**src/rtl/rtype_issue_stage_if.sv**
```systemverilog
// Instruction handshake and ALU operand/result bundle for the R-type issue stage.
// The master side is the instruction source together with the combinational ALU.
// The slave side is the issue stage itself.
interface rtype_issue_stage_if;
    logic        instr_valid;
    logic        instr_ready;
    logic [31:0] instr;
    logic        hold;
    logic [31:0] alu_inA;
    logic [31:0] alu_inB;
    logic [5:0]  alu_code;
    logic [4:0]  alu_shamt;
    logic [31:0] alu_result;
    logic        wb_valid;
    logic [4:0]  wb_addr;

    modport master (
        output instr_valid,
        output instr,
        output hold,
        output alu_result,
        input  instr_ready,
        input  alu_inA,
        input  alu_inB,
        input  alu_code,
        input  alu_shamt,
        input  wb_valid,
        input  wb_addr
    );

    modport slave (
        input  instr_valid,
        input  instr,
        input  hold,
        input  alu_result,
        output instr_ready,
        output alu_inA,
        output alu_inB,
        output alu_code,
        output alu_shamt,
        output wb_valid,
        output wb_addr
    );
endinterface

```
**src/rtl/rtype_issue_stage.sv**
```systemverilog
// R-type issue/writeback stage in front of a combinational ALU.
// It decodes an accepted instruction word and reads the 32x32 register file.
// The in-flight ALU result is bypassed so dependent ops can issue back-to-back.
// It registers the ALU operands. The ALU result is written back one cycle later.
module rtype_issue_stage #(
    parameter int CNT_W    = 16,
    parameter bit ZERO_REG = 1'b1
) (
    input  logic               clk,
    input  logic               rst_n,
    rtype_issue_stage_if.slave bus,
    output logic               illegal,
    output logic [CNT_W-1:0]   retired,
    input  logic [4:0]         dbg_addr,
    output logic [31:0]        dbg_data
);

    localparam logic [5:0] FN_SLL      = 6'h00;
    localparam logic [5:0] FN_SRL      = 6'h02;
    localparam logic [5:0] FN_SRA      = 6'h03;
    localparam logic [5:0] FN_ADD      = 6'h20;
    localparam logic [5:0] FN_SUB      = 6'h22;
    localparam logic [5:0] FN_AND      = 6'h24;
    localparam logic [5:0] FN_OR       = 6'h25;
    localparam logic [5:0] CODE_ILLEGAL = 6'h3F;

    // Shift ops take their operand from rt and the amount from the shamt field.
    function automatic logic f_is_shift(input logic [5:0] funct);
        logic r;
        case (funct)
            FN_SLL, FN_SRL, FN_SRA: r = 1'b1;
            default:                r = 1'b0;
        endcase
        return r;
    endfunction

    // Only R-type (op==0) words with a supported funct are executed.
    function automatic logic f_is_legal(input logic [5:0] op, input logic [5:0] funct);
        logic r;
        if (op != 6'd0) begin
            r = 1'b0;
        end else begin
            case (funct)
                FN_SLL, FN_SRL, FN_SRA,
                FN_ADD, FN_SUB, FN_AND, FN_OR: r = 1'b1;
                default:                       r = 1'b0;
            endcase
        end
        return r;
    endfunction

    // The op in EX has not reached the regfile yet, so its result is forwarded.
    // Register 0 is never forwarded.
    function automatic logic [31:0] f_bypass(
        input logic [4:0]  addr,
        input logic [31:0] reg_val,
        input logic        wb_v,
        input logic [4:0]  wb_a,
        input logic [31:0] result
    );
        logic [31:0] r;
        if (wb_v && (addr == wb_a) && (addr != 5'd0)) begin
            r = result;
        end else begin
            r = reg_val;
        end
        return r;
    endfunction

    // Architectural state
    logic [31:0]      regs_r [32];
    logic [31:0]      alu_ina_r;
    logic [31:0]      alu_inb_r;
    logic [5:0]       alu_code_r;
    logic [4:0]       alu_shamt_r;
    logic             wb_valid_r;
    logic [4:0]       wb_addr_r;
    logic             illegal_r;
    logic [CNT_W-1:0] retired_r;

    // Decode of the presented instruction word
    logic [5:0]  op_s;
    logic [4:0]  rs_s;
    logic [4:0]  rt_s;
    logic [4:0]  rd_s;
    logic [4:0]  shamt_s;
    logic [5:0]  funct_s;
    logic        accept_s;
    logic        legal_s;
    logic        shift_s;
    logic [31:0] rs_val_s;
    logic [31:0] rt_val_s;
    logic [31:0] nxt_ina_s;
    logic [31:0] nxt_inb_s;
    logic [5:0]  nxt_code_s;
    logic [4:0]  nxt_shamt_s;
    logic        wr_en_s;

    assign op_s    = bus.instr[31:26];
    assign rs_s    = bus.instr[25:21];
    assign rt_s    = bus.instr[20:16];
    assign rd_s    = bus.instr[15:11];
    assign shamt_s = bus.instr[10:6];
    assign funct_s = bus.instr[5:0];

    // Hold only gates acceptance; the op already in EX is unaffected.
    assign bus.instr_ready = ~bus.hold;
    assign accept_s        = bus.instr_valid & ~bus.hold;

    // Classify the instruction and read both sources with bypass.
    always_comb begin
        legal_s  = f_is_legal(op_s, funct_s);
        shift_s  = f_is_shift(funct_s);
        rs_val_s = f_bypass(rs_s, regs_r[rs_s], wb_valid_r, wb_addr_r, bus.alu_result);
        rt_val_s = f_bypass(rt_s, regs_r[rt_s], wb_valid_r, wb_addr_r, bus.alu_result);
    end

    // Select the operand values to be loaded into EX.
    always_comb begin
        nxt_ina_s   = 32'd0;
        nxt_inb_s   = 32'd0;
        nxt_shamt_s = 5'd0;
        nxt_code_s  = CODE_ILLEGAL;
        if (shift_s) begin
            nxt_ina_s   = rt_val_s;
            nxt_inb_s   = 32'd0;
            nxt_shamt_s = shamt_s;
        end else begin
            nxt_ina_s   = rs_val_s;
            nxt_inb_s   = rt_val_s;
            nxt_shamt_s = 5'd0;
        end
        if (legal_s) begin
            nxt_code_s = funct_s;
        end else begin
            nxt_code_s = CODE_ILLEGAL;
        end
    end

    // Writes go to the regfile only for legal ops in EX.
    // A write to register 0 is suppressed when it is hardwired.
    always_comb begin
        wr_en_s = 1'b0;
        if (wb_valid_r && !(ZERO_REG && (wb_addr_r == 5'd0))) begin
            wr_en_s = 1'b1;
        end else begin
            wr_en_s = 1'b0;
        end
    end

    // Register file: cleared on reset, written with the ALU result of the EX op.
    always_ff @(posedge clk or negedge rst_n) begin
        if (!rst_n) begin
            for (int i = 0; i < 32; i++) begin
                regs_r[i] <= 32'd0;
            end
        end else if (wr_en_s) begin
            regs_r[wb_addr_r] <= bus.alu_result;
        end
    end

    // EX register: it loads on accept. On idle cycles it drops wb_valid and keeps the operands.
    always_ff @(posedge clk or negedge rst_n) begin
        if (!rst_n) begin
            alu_ina_r   <= 32'd0;
            alu_inb_r   <= 32'd0;
            alu_code_r  <= 6'd0;
            alu_shamt_r <= 5'd0;
            wb_valid_r  <= 1'b0;
            wb_addr_r   <= 5'd0;
        end else if (accept_s) begin
            alu_ina_r   <= nxt_ina_s;
            alu_inb_r   <= nxt_inb_s;
            alu_code_r  <= nxt_code_s;
            alu_shamt_r <= nxt_shamt_s;
            wb_valid_r  <= legal_s;
            wb_addr_r   <= rd_s;
        end else begin
            wb_valid_r  <= 1'b0;
        end
    end

    // Status: sticky illegal flag and the wrapping count of retired ops.
    always_ff @(posedge clk or negedge rst_n) begin
        if (!rst_n) begin
            illegal_r <= 1'b0;
            retired_r <= {CNT_W{1'b0}};
        end else begin
            if (accept_s && !legal_s) begin
                illegal_r <= 1'b1;
            end
            if (wb_valid_r) begin
                retired_r <= retired_r + {{(CNT_W-1){1'b0}}, 1'b1};
            end
        end
    end

    assign bus.alu_inA   = alu_ina_r;
    assign bus.alu_inB   = alu_inb_r;
    assign bus.alu_code  = alu_code_r;
    assign bus.alu_shamt = alu_shamt_r;
    assign bus.wb_valid  = wb_valid_r;
    assign bus.wb_addr   = wb_addr_r;
    assign illegal       = illegal_r;
    assign retired       = retired_r;

    // Debug port reads the regfile directly. A same-cycle write is not yet visible.
    assign dbg_data = regs_r[dbg_addr];

endmodule

```
**src/flat_wrapper.sv**
```systemverilog
// flat-port wrapper written by rule: the top's interface ports become plain ports
module rtype_issue_stage_flat 
#(
    parameter int CNT_W    = 16,
    parameter bit ZERO_REG = 1'b1
)
  (clk, rst_n, illegal, retired, dbg_addr, dbg_data, bus_instr_valid, bus_instr, bus_hold, bus_alu_result, bus_instr_ready, bus_alu_inA, bus_alu_inB, bus_alu_code, bus_alu_shamt, bus_wb_valid, bus_wb_addr);
  rtype_issue_stage_if bus_i ();
  input  logic clk;
  input  logic rst_n;
  output logic illegal;
  output logic [CNT_W-1:0] retired;
  input  logic [4:0] dbg_addr;
  output logic [31:0] dbg_data;
  input wire logic [$bits(bus_i.instr_valid)-1:0] bus_instr_valid;
  input wire logic [$bits(bus_i.instr)-1:0] bus_instr;
  input wire logic [$bits(bus_i.hold)-1:0] bus_hold;
  input wire logic [$bits(bus_i.alu_result)-1:0] bus_alu_result;
  output wire logic [$bits(bus_i.instr_ready)-1:0] bus_instr_ready;
  output wire logic [$bits(bus_i.alu_inA)-1:0] bus_alu_inA;
  output wire logic [$bits(bus_i.alu_inB)-1:0] bus_alu_inB;
  output wire logic [$bits(bus_i.alu_code)-1:0] bus_alu_code;
  output wire logic [$bits(bus_i.alu_shamt)-1:0] bus_alu_shamt;
  output wire logic [$bits(bus_i.wb_valid)-1:0] bus_wb_valid;
  output wire logic [$bits(bus_i.wb_addr)-1:0] bus_wb_addr;
  assign bus_i.instr_valid = bus_instr_valid;
  assign bus_i.instr = bus_instr;
  assign bus_i.hold = bus_hold;
  assign bus_i.alu_result = bus_alu_result;
  assign bus_instr_ready = bus_i.instr_ready;
  assign bus_alu_inA = bus_i.alu_inA;
  assign bus_alu_inB = bus_i.alu_inB;
  assign bus_alu_code = bus_i.alu_code;
  assign bus_alu_shamt = bus_i.alu_shamt;
  assign bus_wb_valid = bus_i.wb_valid;
  assign bus_wb_addr = bus_i.wb_addr;
  rtype_issue_stage #(.CNT_W(CNT_W), .ZERO_REG(ZERO_REG)) u_core (.clk(clk), .rst_n(rst_n), .bus(bus_i), .illegal(illegal), .retired(retired), .dbg_addr(dbg_addr), .dbg_data(dbg_data));
endmodule
```
**config.mk**
```make
export PLATFORM = sky130hd
export DESIGN_NAME = rtype_issue_stage_flat
export DESIGN_NICKNAME = d
export VERILOG_FILES = /design/src/rtl/rtype_issue_stage_if.sv /design/src/rtl/rtype_issue_stage.sv /design/src/flat_wrapper.sv
export SDC_FILE = /design/constraint.sdc
export NUM_CORES = 2
export LEC_CHECK = 0
export CAP_MARGIN = 25
export CORE_MARGIN = 2
export CORE_UTILIZATION = 40
export DETAILED_ROUTE_END_ITERATION = 6
export MAX_ROUTING_LAYER = met4
export PLACE_DENSITY = 0.53
export SYNTH_ARGS = -nofsm -noshare
export SYNTH_HDL_FRONTEND = slang
export SYNTH_SLANG_ARGS = --single-unit
```
**constraint.sdc**
```tcl
create_clock -name clk -period 6.5 [get_ports clk]
set_input_delay 0.65 -clock clk [delete_from_list [all_inputs] [get_ports clk]]
set_output_delay 0.65 -clock clk [all_outputs]
set_load 0.02 [all_outputs]
```
* Word-level counts from Yosys, hierarchy flattened
Index checks and enable logic that the tools add are counted.
** Cells by class
- Equal/unequal tests :: 8
- Bitwise logic cells :: 6
- Magnitude comparators :: 5
- Add/sub/neg operators :: 1
- Reductions and logical operators :: 16
- Muxes and demuxes :: 23
** Operators by type and width (number)
- $bwmux 1024 :: 1
- $bmux 32 s5 :: 3
- $mux 32 :: 11
- $demux 32 s5 :: 1
- $eq 6x6->1 const B :: 4
- $ge 6x6->1 const B :: 4
- $not 5->6 :: 4
- $add 16x1->16 const B :: 1
- $eq 6x2->1 const B :: 2
- $eq 5x5->1 :: 2
- $reduce_bool 5->1 :: 2
- $logic_and 1x1->1 :: 7
- $reduce_or 7->1 :: 1
- $logic_not 6->1 :: 1
- $lt 6x1->1 const B :: 1
- $mux 6 :: 1
- $reduce_bool 6->1 :: 1
- $logic_not 5->1 :: 1
- $mux 1 :: 5
- $mux 5 :: 1
- $reduce_or 3->1 :: 1
- $logic_not 1->1 :: 2
- $and 1x1->1 :: 1
- $not 1->1 :: 1
** Storage, ports and cells
- Register bits :: 1122

* Longest topological paths before layout
- Word-level depth :: 6
- Gate-level depth with buffers :: 11
- Depth with buffers taken out :: 6

* Worst setup path after synthesis
Ideal clock, no wire load.
- Path type :: input to output
- Start point :: input dbg_addr[0]
- End point :: output dbg_data[0]
- Stages :: 6
- Slack :: 3371 ps
- Data arrival time :: 2479 ps
- Buffers on the path :: 3
- Path through :: buf_2 buf_6 buf_2 mux4_2 mux4_2 mux2_2
** On the way
- Cells in the longest elaborated chain, start to end :: 4
** RTL lines
- from (decl) :: RTL line flat_wrapper.sv:13 : input logic [4:0] dbg_addr;
- $not 5->6 (implied by the code) :: RTL line rtype_issue_stage.sv:208 : assign dbg_data = regs_r[dbg_addr];
- $bmux 32 s5 :: RTL line rtype_issue_stage.sv:208
- $mux 32 (implied by the code) (2 in series) :: RTL line rtype_issue_stage.sv:208
- to (decl) :: RTL line flat_wrapper.sv:14 : output logic [31:0] dbg_data;
Every way passes these cells. The select of a mux whose other input is x is not followed.

* Worst setup path after layout
- Start point :: input dbg_addr[0]
- End point :: output dbg_data[28]
Same word-level chain as after synthesis.

==> out/metrics.csv <==
metric,value,unit
slowest cell on the critical path,buf_8,
Setup crit end kind,output port,
RSZ-0062 raised after global routing,no,
Sink Count,1122,
placed instance count,6936,
final setup TNS,0,ns
Buffers on Ports,203,
Die X,414,um
Final min period,4.55,ns
#FFs+latches synth,1122,
status,"finished, final reports clean",
Post-synth EDFFs,0,
Core Footprint,167000,sq um
post-synthesis sequential area ratio,41.7,%
routability-driven placement congestion ratio,0.836,
Max clock buf depth,3,
DR iter-0 viols,4931,
Netlist cell types,48,
cts bufs inserted,138,
crit path to,dbg_data[28],
slew margin rel.,20.4,%
"Primary FF master, synth",dfrtp_1,
pwr/cell area,236,nW/um^2
VDD IR-drop max,0.285,mV
"Async S/R FF share, synth",100,%
DR vias,47066,
share of the synthesized area in the top cell type,41.7,%
min-delay worst type,in -> reg,
non-filler instance count after layout,7190,
final cycle utilization of the critical path,70.0,%
clk slew on worst S/H paths,0.05,ns
FF-to-FF path depth,4,
final net count,4949,
Net Sw Frac,26.8,%
cell mode on critical path,mux4_2,
"Cell Chain, Critical Path","buf_8, buf_4, mux4_2, mux4_2, mux2_2, clkdlybuf4s50_1",
share of cells above drive strength 1,41.3,%
r2r setup slk,3.04,ns
YS warnings,0,
# setup viols final,0,
Combinational Power Share,13.6,%
die area,172000,sq um
Final HPWL DP,137,mm
Slew @ Worst Pin,1.19,ns
Yosys top cell by area,dfrtp_1,
Rows,150,
vias in the first global route,47625,
r2r startpoint,u_core.bus.wb_valid,
Reg power frac,41.4,%
total grt overflow,0,
post-DR vias/cell,6.55,
"top cells by area, synth","dfrtp_1 (42%), mux4_2 (20%), mux2_2 (17%), mux2i_1 (8.2%), a22oi_1 (3.2%)",
critical path peak fanout,80,
Die Ht,414,um
routed length per instance,34.4,um
worst hold margin,0.398,ns
First-pass DRT Iterations,6,
CP Data Arrival Time,3.90,ns
clk_skew,0.0273,ns
fmax,220,MHz
worst endpoint required time,5.85,ns
H-tree Lvls,4,
synthesis-to-finish area growth,13.8,%
syn_nets,5009,
CTS tree,done,
largest net degree at the start of global routing,158,
Static Leakage,32.7,nW
Root Buffer,clkbuf_16,
post_cts resized,0,
drt drc,0,
Worst Setup SP,dbg_addr[0],
synthesized instance count,4935,
final hold vios,0,
cell-internal power,13.2,mW
final wirelength,247,mm
Routed Antenna Nets,0,
first-pass GRT wire length,358,mm
Synth Area per Inst,13.6,sq um
Clock Latency Late Sink,0.79,ns
Crit Path Class,in -> out,
Global Route Usage Sum,29.4,%
I/O Pins,204,
startpoint types,input port,
Starting Density,40.3,%
initial antenna violation count,8,
worst r2r dst,u_core.regs_r[373],
clock power share,45.0,%
Max Slew Vio Count,0,
"slowest stage delay, CP",0.80,ns
Mapped Area,67300,sq um
P_sw,4.83,mW
Fill cells,14915,
max_cap viols,0,
[cells in the mapped netlist, types with 2 or more instances]
| cell | count |
|---|---|
| buf_6 | 7 |
| o211ai_1 | 37 |
| o22ai_1 | 58 |
| mux4_2 | 590 |
| mux2i_1 | 550 |
| o21ai_0 | 104 |
| a22oi_1 | 290 |
| nor3_1 | 33 |
| nand2b_1 | 24 |
| nor4_1 | 3 |
| mux2_2 | 1034 |
| nor2b_1 | 47 |
| buf_4 | 21 |
| and3_1 | 6 |
| and4_1 | 4 |
| o2111ai_1 | 8 |
| a31oi_1 | 25 |
| and2_1 | 5 |
| nor3b_1 | 3 |
| inv_1 | 5 |
| a21oi_1 | 17 |
| o221ai_1 | 21 |
| a222oi_1 | 2 |
| xor2_1 | 7 |
| nand3_1 | 32 |
| nand4_1 | 5 |
| a211oi_1 | 21 |
| nand2_1 | 258 |
| nor2_1 | 38 |
| or2_2 | 2 |
| buf_1 | 71 |
| clkbuf_1 | 303 |
| o21ai_1 | 2 |
| nand3b_1 | 3 |
| dfrtp_1 | 1122 |
| xnor2_1 | 16 |
| buf_2 | 150 |
[worst min-delay path by stage]
stage          cells after the start                 from                     end  slack (ns)
5_1_grt                            3        bus_instr[12]   u_core.bus.wb_addr[1]        0.40
2_1_floorplan                      0                rst_n  u_core.bus.alu_code[0]        0.35
4_1_cts                            3        bus_instr[12]   u_core.bus.wb_addr[1]        0.35
6_report                           3        bus_instr[11]   u_core.bus.wb_addr[0]        0.40
3_5_place_dp                       0   u_core.regs_r[997]      u_core.regs_r[997]        0.41
3_3_place_gp                       0  u_core.regs_r[1021]     u_core.regs_r[1021]        0.41
[stage by stage]
stage	cell area, sq um	power, mW	worst slack (ns)	util [%]
after floorplan	67300	9.00	3.37	-
after global placement	71300	10.0	1.93	42.7
after detailed placement	71800	10.0	1.90	42.9
after CTS	76600	18.2	1.90	45.8
after global routing	76600	18.7	1.81	45.8
final	76600	18.1	1.95	45.8
[cell type report]
| cell class | instances | area [sq um] | share of cell area (%) |
|---|---|---|---|
| flip-flops and latches | 1122 | 28100 | 36.6 |
| multi-input cells | 3256 | 37200 | 48.5 |
| inverters | 5 | 18.8 | 0.0245 |
| repair buffers | 352 | 3820 | 4.99 |
| clock inverters | 42 | 554 | 0.723 |
| diodes | 4 | 10.0 | 0.0131 |
| well taps | 2204 | 2760 | 3.60 |
| clock buffers | 205 | 4210 | 5.49 |
[cells by family after synthesis]
logic type	count (synthesis)	share of synthesized area, %
mux	2174	45.2
flops	1122	41.7
compound gates	589	6.02
buf+inv	557	3.58
simple gates	469	3.18
xor+xnor	23	0.299
fa+ha+maj	1	0.0186
[routing by layer]
layer	part of all wire, %	track usage (%)
met5	0	-
met4	4.2	12.1
met3	7.4	5.86
met2	46	44.2
met1	42	39.1
[placed cells by master, fill, tap and decap left out, types with 31 or more instances in the layout]
cell type / n
mux2_2: 1034
nor3_1: 31
dfrtp_1: 1122
clkbuf_8: 33
mux2i_1: 550
nand2_1: 240
o21ai_0: 104
a22oi_1: 290
mux4_2: 590
buf_12: 31
nor2b_1: 44
clkdlybuf4s50_1: 192
nand3_1: 31
o22ai_1: 58
buf_4: 99
clkbuf_16: 146
o211ai_1: 37
[registers in the layout, summed over array words and instances, names as in the netlist]
| name | cells |
|---|---|
| u_core.regs_r | 1024 |
| u_core.retired | 16 |
| u_core.bus.alu_inB | 32 |
| u_core.bus.alu_inA | 32 |
| u_core.bus.wb_valid | 1 |
| u_core.bus.alu_code | 6 |
| u_core.bus.wb_addr | 5 |
| u_core.bus.alu_shamt | 5 |
| u_core.illegal | 1 |
[timing repair]
| action | CTS | global route |
|---|---|---|
| setup buffers | 0 | 0 |
| endpoints found under the hold margin | 68 | 0 |
| hold buffers | 1 | 0 |
[worst max-delay path: cells and delay by family]
kind                   cells  cell delay, ns
muxes                      3            1.40
buffers and inverters      3            1.79
[power groups by stage]
stage / clock network [mW] / registers, mW / logic [mW]
2_1_floorplan: 0 / 7.57 / 1.43
3_3_place_gp: 0 / 7.59 / 2.41
3_5_place_dp: 0 / 7.59 / 2.46
4_1_cts: 8.28 / 7.47 / 2.47
5_1_grt: 8.57 / 7.50 / 2.61
6_report: 8.12 / 7.47 / 2.46
No activity file was read; power rests on OpenSTA's default activity.
